[src/rtl/be_stage_queue.sv]
// In-order stage queue: up to WR_LANES compacted pushes per cycle, one show-ahead pop per cycle.
// Optional zero-latency empty-queue bypass when QU_STAGE_QUEUE_BYPASS_EN is defined.
module be_stage_queue #(
    parameter int DATA_W    = 32,
    parameter int DEPTH     = 4,
    parameter int WR_LANES  = 2,
    parameter int AFULL_LVL = 3
) (
    input  logic                         clk,
    input  logic                         rst_n,
    input  logic                         flush,
    input  logic [WR_LANES-1:0]          in_valid,
    input  logic [WR_LANES*DATA_W-1:0]   in_data,
    output logic                         in_ready,
    output logic                         out_valid,
    output logic [DATA_W-1:0]            out_data,
    input  logic                         out_ready,
    output logic [$clog2(DEPTH+1)-1:0]   count,
    output logic                         almost_full,
    output logic                         ovf_err
);
    localparam int PTR_W = (DEPTH > 1) ? $clog2(DEPTH) : 1;
    localparam int CNT_W = $clog2(DEPTH+1);

    logic [DATA_W-1:0]   mem [DEPTH];
    logic [DATA_W-1:0]   lane_data [WR_LANES];
    logic [PTR_W-1:0]    slot [WR_LANES];
    logic [PTR_W-1:0]    rd_ptr;
    logic [PTR_W-1:0]    wr_ptr;
    logic [WR_LANES-1:0] store_lane;
    logic                any_valid;
    logic                push_ok;
    logic                pop;
    logic                ovf_evt;
    int                  npush;

    // Modulo-DEPTH add; inc never exceeds DEPTH so one conditional subtract suffices.
    function automatic logic [PTR_W-1:0] ptr_add(input logic [PTR_W-1:0] ptr, input int inc);
        int sum;
        sum = int'(ptr) + inc;
        if (sum >= DEPTH)
            sum = sum - DEPTH;
        return PTR_W'(sum);
    endfunction

    for (genvar gi = 0; gi < WR_LANES; gi++) begin : g_lane
        assign lane_data[gi] = in_data[gi*DATA_W +: DATA_W];
    end

    assign any_valid   = |in_valid;
    assign in_ready    = (int'(count) <= (DEPTH - WR_LANES));
    assign almost_full = (int'(count) >= AFULL_LVL);
    assign push_ok     = in_ready && any_valid && !flush;
    assign pop         = (count != '0) && out_ready && !flush;
    assign ovf_evt     = any_valid && !in_ready && !flush;

`ifdef QU_STAGE_QUEUE_BYPASS_EN
    logic [WR_LANES-1:0] byp_mask;
    logic                byp_active;
    logic                byp_take;

    // One-hot of the lowest valid lane.
    assign byp_mask   = in_valid & (~in_valid + WR_LANES'(1));
    assign byp_active = (count == '0) && !flush && any_valid;
    assign byp_take   = byp_active && out_ready;
    assign store_lane = byp_take ? (in_valid & ~byp_mask) : in_valid;

    always_comb begin
        out_valid = (count != '0) || byp_active;
        out_data  = '0;
        if (count != '0) begin
            out_data = mem[rd_ptr];
        end else if (byp_active) begin
            for (int i = 0; i < WR_LANES; i++) begin
                if (byp_mask[i])
                    out_data = lane_data[i];
            end
        end
    end
`else
    assign store_lane = in_valid;
    assign out_valid  = (count != '0);
    assign out_data   = (count != '0) ? mem[rd_ptr] : '0;
`endif

    // Compaction: each stored lane takes the next slot after the lanes below it.
    always_comb begin
        int k;
        k = 0;
        for (int i = 0; i < WR_LANES; i++) begin
            slot[i] = ptr_add(wr_ptr, k);
            if (store_lane[i])
                k = k + 1;
        end
        npush = push_ok ? k : 0;
    end

    always_ff @(posedge clk) begin
        for (int i = 0; i < WR_LANES; i++) begin
            if (push_ok && store_lane[i])
                mem[slot[i]] <= lane_data[i];
        end
    end

    always_ff @(posedge clk or negedge rst_n) begin
        if (!rst_n) begin
            rd_ptr  <= '0;
            wr_ptr  <= '0;
            count   <= '0;
            ovf_err <= 1'b0;
        end else if (flush) begin
            rd_ptr <= '0;
            wr_ptr <= '0;
            count  <= '0;
        end else begin
            if (pop)
                rd_ptr <= ptr_add(rd_ptr, 1);
            wr_ptr <= ptr_add(wr_ptr, npush);
            count  <= CNT_W'(int'(count) + npush - (pop ? 1 : 0));
            if (ovf_evt)
                ovf_err <= 1'b1;
        end
    end
endmodule

[config.mk]
export PLATFORM = sky130hd
export DESIGN_NAME = be_stage_queue
export DESIGN_NICKNAME = d
export VERILOG_FILES = /design/src/rtl/be_stage_queue.sv
export SDC_FILE = /design/constraint.sdc
export NUM_CORES = 1
export LEC_CHECK = 0
export CAP_MARGIN = 20
export CORE_ASPECT_RATIO = 1.1
export CORE_MARGIN = 3
export CORE_UTILIZATION = 49
export CTS_CLUSTER_DIAMETER = 50
export CTS_CLUSTER_SIZE = 8
export DETAILED_ROUTE_END_ITERATION = 10
export HOLD_SLACK_MARGIN = 0.12
export PLACE_DENSITY_LB_ADDON = 0.25
export SYNTH_ARGS = -nofsm -noshare
export SYNTH_HDL_FRONTEND = slang
export SYNTH_SLANG_ARGS = --single-unit
[constraint.sdc]
create_clock -name clk -period 11.17 [get_ports clk]
set_clock_uncertainty 0.1 [all_clocks]
set_input_delay 2.234 -clock clk [delete_from_list [all_inputs] [get_ports clk]]
set_output_delay 2.234 -clock clk [all_outputs]
set_load 0.1 [all_outputs]
==> results.md, run 1 <==
- Die width: 121 µm
- Final Cycle Share: 50.9%
- Worst Path Max Fanout: 20
- First-pass GRT wire length: 23900 µm
- Die area: 0.0161 mm²
- H-tree depth: 4
- FF-to-FF setup slack: 8240 ps
- Power density over the cells: 253 mW/mm²
- Input/output buffers: 108
- Hold Buf Count CTS: 0
- Clk sink count: 136
- Peak Freq: 176 MHz
- Multiplexer area fraction after synthesis: 30.7%
- Leak Pwr: 0.00298 µW
- Wire per inst: 20.8 µm
- Post-synth EDFFs: 128
- Hold path start: ovf_err
- Final #Nets: 606
- Tightest Pin Transition: 1030 ps
- Final cell utilization of the core: 63.2%
- Tmin final: 5690 ps
- Clock Path Buffers: 2
- Crit path from: rd_ptr[0]
- Top FF cell, synth: edfxtp_1
- XOR/XNOR share of the synthesized area: 0.855%
- Synth Instances: 421
- Max Slew Vio Count: 0
- Via-to-Cell Ratio: 5.50
- Final WS setup: 5480 ps
- CP Launch Type: flop
- Total power: 2260 µW
- Post-DP HPWL: 9010 µm
- Hold Crit Class: flop to flop
- Syn nets: 499
- Run status: finished clean
- Crit path capture type: output pin
- Boundary pin count: 109
- Critical path class: flop to output pin
- FP Rows: 45
- RSZ-0062 raised after global routing: no
- # setup viols final: 0
- Routed wire length: 15100 µm
- Routed via count: 4005
- Post-route DRC: 0
- FF+latch count, synth: 136
- Pre-CTS WS: 5590 ps
- Post-route ant nets: 0
- Cell Area, Synth: 0.00717 mm²
- Setup TNS: 0 ps
- Number of global-route vias before repair: 4424
- N_diodes: 0
- Clk_lat worst skew: 410 ps
- Resize count post-CTS: 0
- Congestion Overflow GR: 0
- Share of layout cells above drive strength 1: 37.0%
- CTS tree: yes
- Cell variety after synth: 38
- CTS buffer count: 17
- Setup bufs post-CTS: 0
- Worst-path clk slew: 60 ps
- Synth async-reset ratio: 5.88%
- Commonest cells after routing, fill and taps aside: 128 x edfxtp_1, 113 x mux2_2, 108 x clkdlybuf4s50_1
- VDD IR max: 309 µV
- Core area: 0.0141 mm²
- Post-synthesis compound-gate area fraction: 1.66%
- DR iter-0 viols: 219
- Worst flop-to-flop path startpoint: count[1]
- Area share of and/or/nand/nor cells after synthesis: 5.65%
- Die Height: 133 µm
- Yosys warns: 0
- Max-Cap Viols: 0
- CTS root buffer: clkbuf_16
- GPL Wtd Cong: 0.792
- Synth Area in Adders: 1.50%
- Fill cell count: 1037
- Initial core utilization: 51.0%
- CP arrival: 3350 ps
- GRT Total Usage: 19.7%
- Largest family of logic cells by synthesized area: multiplexers
- Layout area overhead: 24.1%
- Required time worst endpoint: 8840 ps
- TritonRoute pass-1 iters: 4
- Initial antenna violation count: 0
- Slew headroom: 31.2%
- Commonest non-fill, non-tap cell in the layout: edfxtp_1
- Final Hold Viols: 0
- Sequential cell area fraction in the yosys report: 56.4%
- Largest net degree at the start of global routing: 34
- Mapped Avg Cell Area: 17.0 µm²
[registers in the layout, summed over array words and instances (netlist names)]
name     flops
wr_ptr       2
ovf_err      1
rd_ptr       2
mem        128
count        3
[area by class of cell]
cell class                      count  area, µm²  area share, %
Timing Repair Buffer              114       1130           12.7
Inverter                            9       33.8          0.380
Multi-Input combinational cell    250       2920           32.8
Sequential cell                   136       4050           45.5
Tap cell                          188        235           2.64
Clock inverter                     13        113           1.27
Clock buffer                       18        429           4.82
[through the flow]
stage	area [µm²]	hold WS, ps	cells
floorplan	7170	544	421
global placement	8360	349	697
detailed placement	8360	356	697
CTS	8900	369	728
global route	8900	393	728
finish	8900	360	728
[critical path, stage by stage, from the launching register on]
cell	delay, ps
dfrtp_2	710
buf_4	500
mux4_2	550
nor2b_1	170
clkdlybuf4s50_1	1000
[cells by family (layout without fill, tap and decap cells)]
logic type / Yosys count / count (layout)
multiplexers: 160 / 160
adder cells (fa/ha/maj): 8 / 8
AO/OA/AOI/OAI: 13 / 13
XOR/XNOR: 7 / 7
buffers and inverters: 35 / 154
AND/OR/NAND/NOR: 62 / 62
flip-flops: 136 / 136
[layer usage]
metal | vias up | share of wire, % | GRT usage, %
li1 | 1867 | - | -
met1 | 2018 | 41 | 24.6
met2 | 114 | 53 | 33.8
met3 | 6 | 5.1 | 5.00
met4 | 0 | 0.58 | 5.85
met5 | - | 0 | 0
[Yosys cell counts, types with 3 or more instances]
cell type | n | area [µm²]
nand2_1 | 5 | 18.8
mux2_4 | 10 | 150
nor2_1 | 7 | 26.3
ha_1 | 7 | 87.6
mux2_1 | 5 | 56.3
inv_1 | 9 | 33.8
dfrtp_1 | 8 | 200
mux4_2 | 32 | 721
mux2_2 | 113 | 1270
buf_2 | 3 | 15.0
clkbuf_1 | 10 | 37.5
nor2b_1 | 34 | 213
nor3_1 | 3 | 15.0
edfxtp_1 | 128 | 3840
xor2_1 | 4 | 35.0
xnor2_1 | 3 | 26.3
buf_6 | 12 | 135
[report_power, final]
part / total, µW / internal (µW) / switching (µW)
logic: 1080 / 315 / 767
clock network: 517 / 321 / 197
registers: 656 / 612 / 44.2
[path summary, 6_finish.rpt]
path                                 to  cells past startpoint
setup / recovery           out_data[25]                      4
setup reg to reg               count[2]                     11
max in group asynchronous     rd_ptr[0]                      1
hold reg to reg                 ovf_err                      1
min in group asynchronous      count[0]                      1
hold / removal                  ovf_err                      1
No activity file was read; power rests on OpenSTA's default activity.
==> run 2: changes to the inputs <==
==> constraint.sdc (replaced) <==
create_clock -name clk -period 4.9 [get_ports clk]
set_clock_uncertainty 0.1 [all_clocks]
set_input_delay 0.98 -clock clk [delete_from_list [all_inputs] [get_ports clk]]
set_output_delay 0.98 -clock clk [all_outputs]
set_load 0.1 [all_outputs]
==> run 2 against run 1 <==
  * First-iteration DRC count increased by 19%
  * Largest cell class unchanged
  * Final cell count increased by 0.82%
  * Highest routed layer unchanged
  * Sequential power increased by 130%
  * Critical path type unchanged
  * Hold slack improved by 1.2 ps
  * Non-clock buffer count increased by 6
==> results.md, run 2 (synthesized netlist as in run 1, its figures left out) <==
- Layout area overhead: 25.5%
- Max Slew Vio Count: 0
- Worst Path Buf+Inv: 2
- Final Hold Viols: 0
- Most used routing layer: met2
- GRT Total Usage: 20.6%
- Finished Cell Area: 0.00900 mm²
- Critical path class: flop to output pin
- Clk_lat worst skew: 420 ps
- FF-to-FF setup slack: 1870 ps
- CTS tree: yes
- Largest net degree at the start of global routing: 34
- Hold path start: ovf_err
- Worst flop-to-flop path startpoint: count[1]
- Final Cycle Share: 82.9%
- Run status: finished clean
- Final #Nets: 612
- Hold-critical path depth: 1
- RSZ-0062 raised after global routing: no
- Met1 Use GR: 26.4%
- DR iter-0 viols: 261
- Clk sink count: 136
- Cell Chain, Critical Path: buf_4, mux4_2, nor2b_1, clkdlybuf4s50_1
- Min Hold Slack: 361 ps
- FF-to-FF path depth: 11
- Clock Path Buffers: 2
- Boundary pin count: 109
- # setup viols final: 0
- Die area: 0.0161 mm²
- CP Launch Type: flop
- Initial antenna violation count: 0
- Routed via count: 4157
- Congestion Overflow GR: 0
- Via-to-Cell Ratio: 5.66
- Worst-path clk slew: 60 ps
- Hold Crit Class: flop to flop
- Wire per inst: 21.6 µm
- Commonest cells after routing, fill and taps aside: 128 x edfxtp_1, 113 x mux2_2, 96 x clkdlybuf4s50_1
- Power density over the cells: 588 mW/mm²
- Peak Freq: 246 MHz
- Initial core utilization: 51.0%
- Cell Area, Placed: 0.00840 mm²
- H-tree depth: 4
- Setup bufs post-CTS: 0
- Post-DP HPWL: 9550 µm
- CTS root buffer: clkbuf_16
- Crit path capture type: output pin
- Input/output buffers: 108
- Setup TNS: 0 ps
- Largest register FFs: 128
- Tightest Pin Transition: 983 ps
- WHS Endpoint: ovf_err
- Leak Pwr: 0.00306 µW
- TritonRoute pass-1 iters: 4
- Required time worst endpoint: 3820 ps
- Max-Cap Viols: 0
- Share of layout cells above drive strength 1: 40.7%
- Resize count post-CTS: 0
- N_diodes: 0
- Met3 Use GR: 4.32%
- Routed wire length: 15800 µm
- Reg2reg end: count[2]
- GPL Wtd Cong: 0.779
- VDD IR max: 545 µV
- Die Height: 133 µm
- Number of global-route vias before repair: 4515
- Grt met2 use: 35.0%
- Post-route DRC: 0
- First-pass GRT wire length: 25000 µm
- Worst Path Max Fanout: 17
- Slew headroom: 34.2%
- Core area: 0.0141 mm²
- Commonest non-fill, non-tap cell in the layout: edfxtp_1
- CTS buffer count: 17
- Post-route ant nets: 0
- Die width: 121 µm
- FP Rows: 45
- CP max stage delay: 1160 ps
- Hold Buf Count CTS: 0
- Tmin final: 4060 ps
- CP delay by family, top: buffers and inverters
- Crit-path slowest cell: clkdlybuf4s50_1
- CP arrival: 2980 ps
## run 2: report_power, final
group	switching (µW)	internal [µW]
combinational	1780	720
sequential	88.3	1390
clock	479	842
## run 2: worst max-delay path by stage
stage | start | end | slack (ps) | depth (start not counted)
after floorplan | in_valid[0] | mem[0][0] | 230 | 4
after global placement | in_valid[1] | count[2] | 740 | 14
after detailed placement | in_valid[1] | count[2] | 560 | 14
after CTS | rd_ptr[0] | out_data[13] | 770 | 4
after global routing | in_valid[1] | count[2] | 700 | 14
final | rd_ptr[1] | out_data[16] | 840 | 4
## run 2: metal layers
metal	wire, µm	part of all wire (%)
met5	0	0
met4	258	1.6
met3	763	4.8
met2	8320	53
met1	6480	41
## run 2: final cells by class
class / instances / area, µm²
clock buffer: 17 / 425
clock inverter: 14 / 183
fill: 1043 / 5070
inverter: 9 / 33.8
multi-input combinational: 250 / 2920
sequential: 136 / 4050
tap: 188 / 235
timing repair buffer: 120 / 1170
## run 2: stage by stage
stage | util, % | std cells | total power [µW] | worst slack, ps
after floorplan | - | 421 | 3420 | 230
after global placement | 59.7 | 703 | 4000 | 741
after detailed placement | 59.7 | 703 | 4020 | 561
after CTS | 64.0 | 734 | 5340 | 769
after global routing | 64.0 | 734 | 5480 | 699
final | 64.0 | 734 | 5300 | 836
==> run 3: changes to the inputs <==
==> constraint.sdc (replaced) <==
create_clock -name clk -period 4.1 [get_ports clk]
set_clock_uncertainty 0.1 [all_clocks]
set_input_delay 0.82 -clock clk [delete_from_list [all_inputs] [get_ports clk]]
set_output_delay 0.82 -clock clk [all_outputs]
set_load 0.1 [all_outputs]
==> run 3 against run 2 <==
  * Clock power increased by 4%
  * Final cell count up 0.54%
  * Sequential cell count unchanged
  * Non-clock buffer count is 3 higher
  * Register-to-register slack lost 400 ps
  * Via count grew 0.36%
  * Utilization is 0.57 points lower
  * Routed wire length is 1.7% lower
  * Hold slack got worse by 4.1 ps
==> results.md, run 3 (synthesized netlist as in run 1, its figures left out) <==
- Run status: finished clean
- Resize count post-CTS: 0
- Power density over the cells: 681 mW/mm²
- Wire per inst: 21.1 µm
- Combinational fraction of design power: 48.8%
- Worst flop-to-flop path startpoint: wr_ptr[0]
- Congestion Overflow GR: 0
- Cell Chain, Critical Path: clkdlybuf4s50_1, inv_1, ha_1, a2111oi_4, and2_1, inv_1, ha_1, inv_1, ha_1, inv_1, fa_1, xnor2_1, xnor2_1, nor2_1
- Crit-path slowest cell: clkdlybuf4s50_1
- Placed Cells: 706
- Worst-path clk slew: 60 ps
- Slew headroom: 35.0%
- Die area: 0.0161 mm²
- Setup TNS: 0 ps
- Worst Path Max Fanout: 7
- Routed wire length: 15500 µm
- RSZ-0062 raised after global routing: no
- Number of global-route vias before repair: 4580
- Post-route ant nets: 0
- Die Height: 133 µm
- GRT Total Usage: 20.1%
- Input/output buffers: 108
- Initial antenna violation count: 0
- Leak Pwr: 0.00308 µW
- Via-to-Cell Ratio: 5.65
- Boundary pin count: 109
- Clk_lat worst skew: 420 ps
- CP Launch Type: input pin
- Largest register FFs: 128
- Clk sink count: 136
- Hold Crit Class: flop to flop
- First-pass GRT wire length: 24500 µm
- Required time worst endpoint: 4310 ps
- H-tree depth: 4
- Reg2reg end: mem[2][3]
- Worst Path Buf+Inv: 5
- WHS Endpoint: ovf_err
- Die width: 121 µm
- Share of layout cells above drive strength 1: 45.5%
- Routed via count: 4172
- Post-route DRC: 0
- Commonest cells after routing, fill and taps aside: 128 x edfxtp_1, 113 x mux2_2, 74 x clkdlybuf4s50_1
- CP delay by family, top: adder cells
- Pint: 3250 µW
- Sw Pwr: 2820 µW
- Register area: 0.00405 mm²
- TritonRoute pass-1 iters: 4
- FP Rows: 45
- Max Slew Vio Count: 0
- Setup bufs post-CTS: 0
- Initial core utilization: 51.0%
- Part of the power in registers: 28.7%
- Commonest non-fill, non-tap cell in the layout: edfxtp_1
- Hold path start: ovf_err
- Clock power frac: 22.5%
- # setup viols final: 0
- Area of the multi-input gates: 0.00292 mm²
- DR iter-0 viols: 280
- CP arrival: 3540 ps
- Tightest Pin Transition: 972 ps
- CTS root buffer: clkbuf_16
- Hold Buf Count CTS: 0
- Clock Path Buffers: 2
- Max-Cap Viols: 0
- CTS tree: yes
- Tmin final: 3330 ps
- FF-to-FF setup slack: 1470 ps
- Final Hold Viols: 0
- Final Cycle Share: 81.2%
- VDD IR max: 732 µV
- Core area: 0.0141 mm²
- FF-to-FF path depth: 4
- N_diodes: 0
- Peak Freq: 300 MHz
- Largest net degree at the start of global routing: 34
- GPL Wtd Cong: 0.756
- Final #Nets: 615
- Critical path class: input pin to flop
- Non-filler cells, final: 738
- Crit path capture type: flop
- Hold-critical path depth: 1
- Fill cell count: 1054
- Layout area overhead: 24.4%
- Sw Ratio: 46.5%
- Critical Path Most Common Cell: inv_1
- CP max stage delay: 580 ps
- Post-DP HPWL: 9430 µm
- CTS buffer count: 17
## run 3: power by group through the flow
stage / Combinational, µW / Sequential (µW) / Clock (µW)
2_1_floorplan: 2260 / 1820 / 0
3_3_place_gp: 2970 / 1770 / 0
3_5_place_dp: 2990 / 1780 / 0
4_1_cts: 3000 / 1750 / 1390
5_1_grt: 3090 / 1760 / 1440
6_report: 2970 / 1750 / 1370
## run 3: worst max-delay path by stage
stage,startpoint,end,slack (ps),depth (start not counted)
2_1_floorplan,count[2],out_data[10],250,3
3_3_place_gp,in_valid[1],count[2],390,14
3_5_place_dp,in_valid[1],count[2],330,14
4_1_cts,in_valid[1],count[2],770,14
5_1_grt,in_valid[1],count[2],620,14
6_report,in_valid[1],count[2],770,14
## run 3: metal layers
| layer | vias up | track usage (%) | routed length, µm |
|---|---|---|---|
| met5 | - | 0 | 0 |
| met4 | 0 | 7.22 | 163 |
| met3 | 11 | 3.81 | 935 |
| met2 | 141 | 34.0 | 8050 |
| met1 | 2122 | 25.9 | 6390 |
| li1 | 1898 | - | - |
## run 3: per-stage QoR
step           power [µW]  hold WS [ps]  instance area, µm²  worst slack (ps)  utilization (%)
2_1_floorplan        4090           424                7180               255                -
3_3_place_gp         4740           345                8400               389             59.6
3_5_place_dp         4770           350                8400               330             59.6
4_1_cts              6140           364                8920               773             63.4
5_1_grt              6290           371                8920               624             63.4
6_report             6080           357                8920               771             63.4
## run 3: cell type report
type                    instances  area share [%]
flip-flops and latches        136            45.3
clock inverters                15            1.16
clock buffers                  17            4.77
well taps                     188            2.64
repair buffers                123            13.0
multi-input cells             250            32.7
inverters                       9           0.379
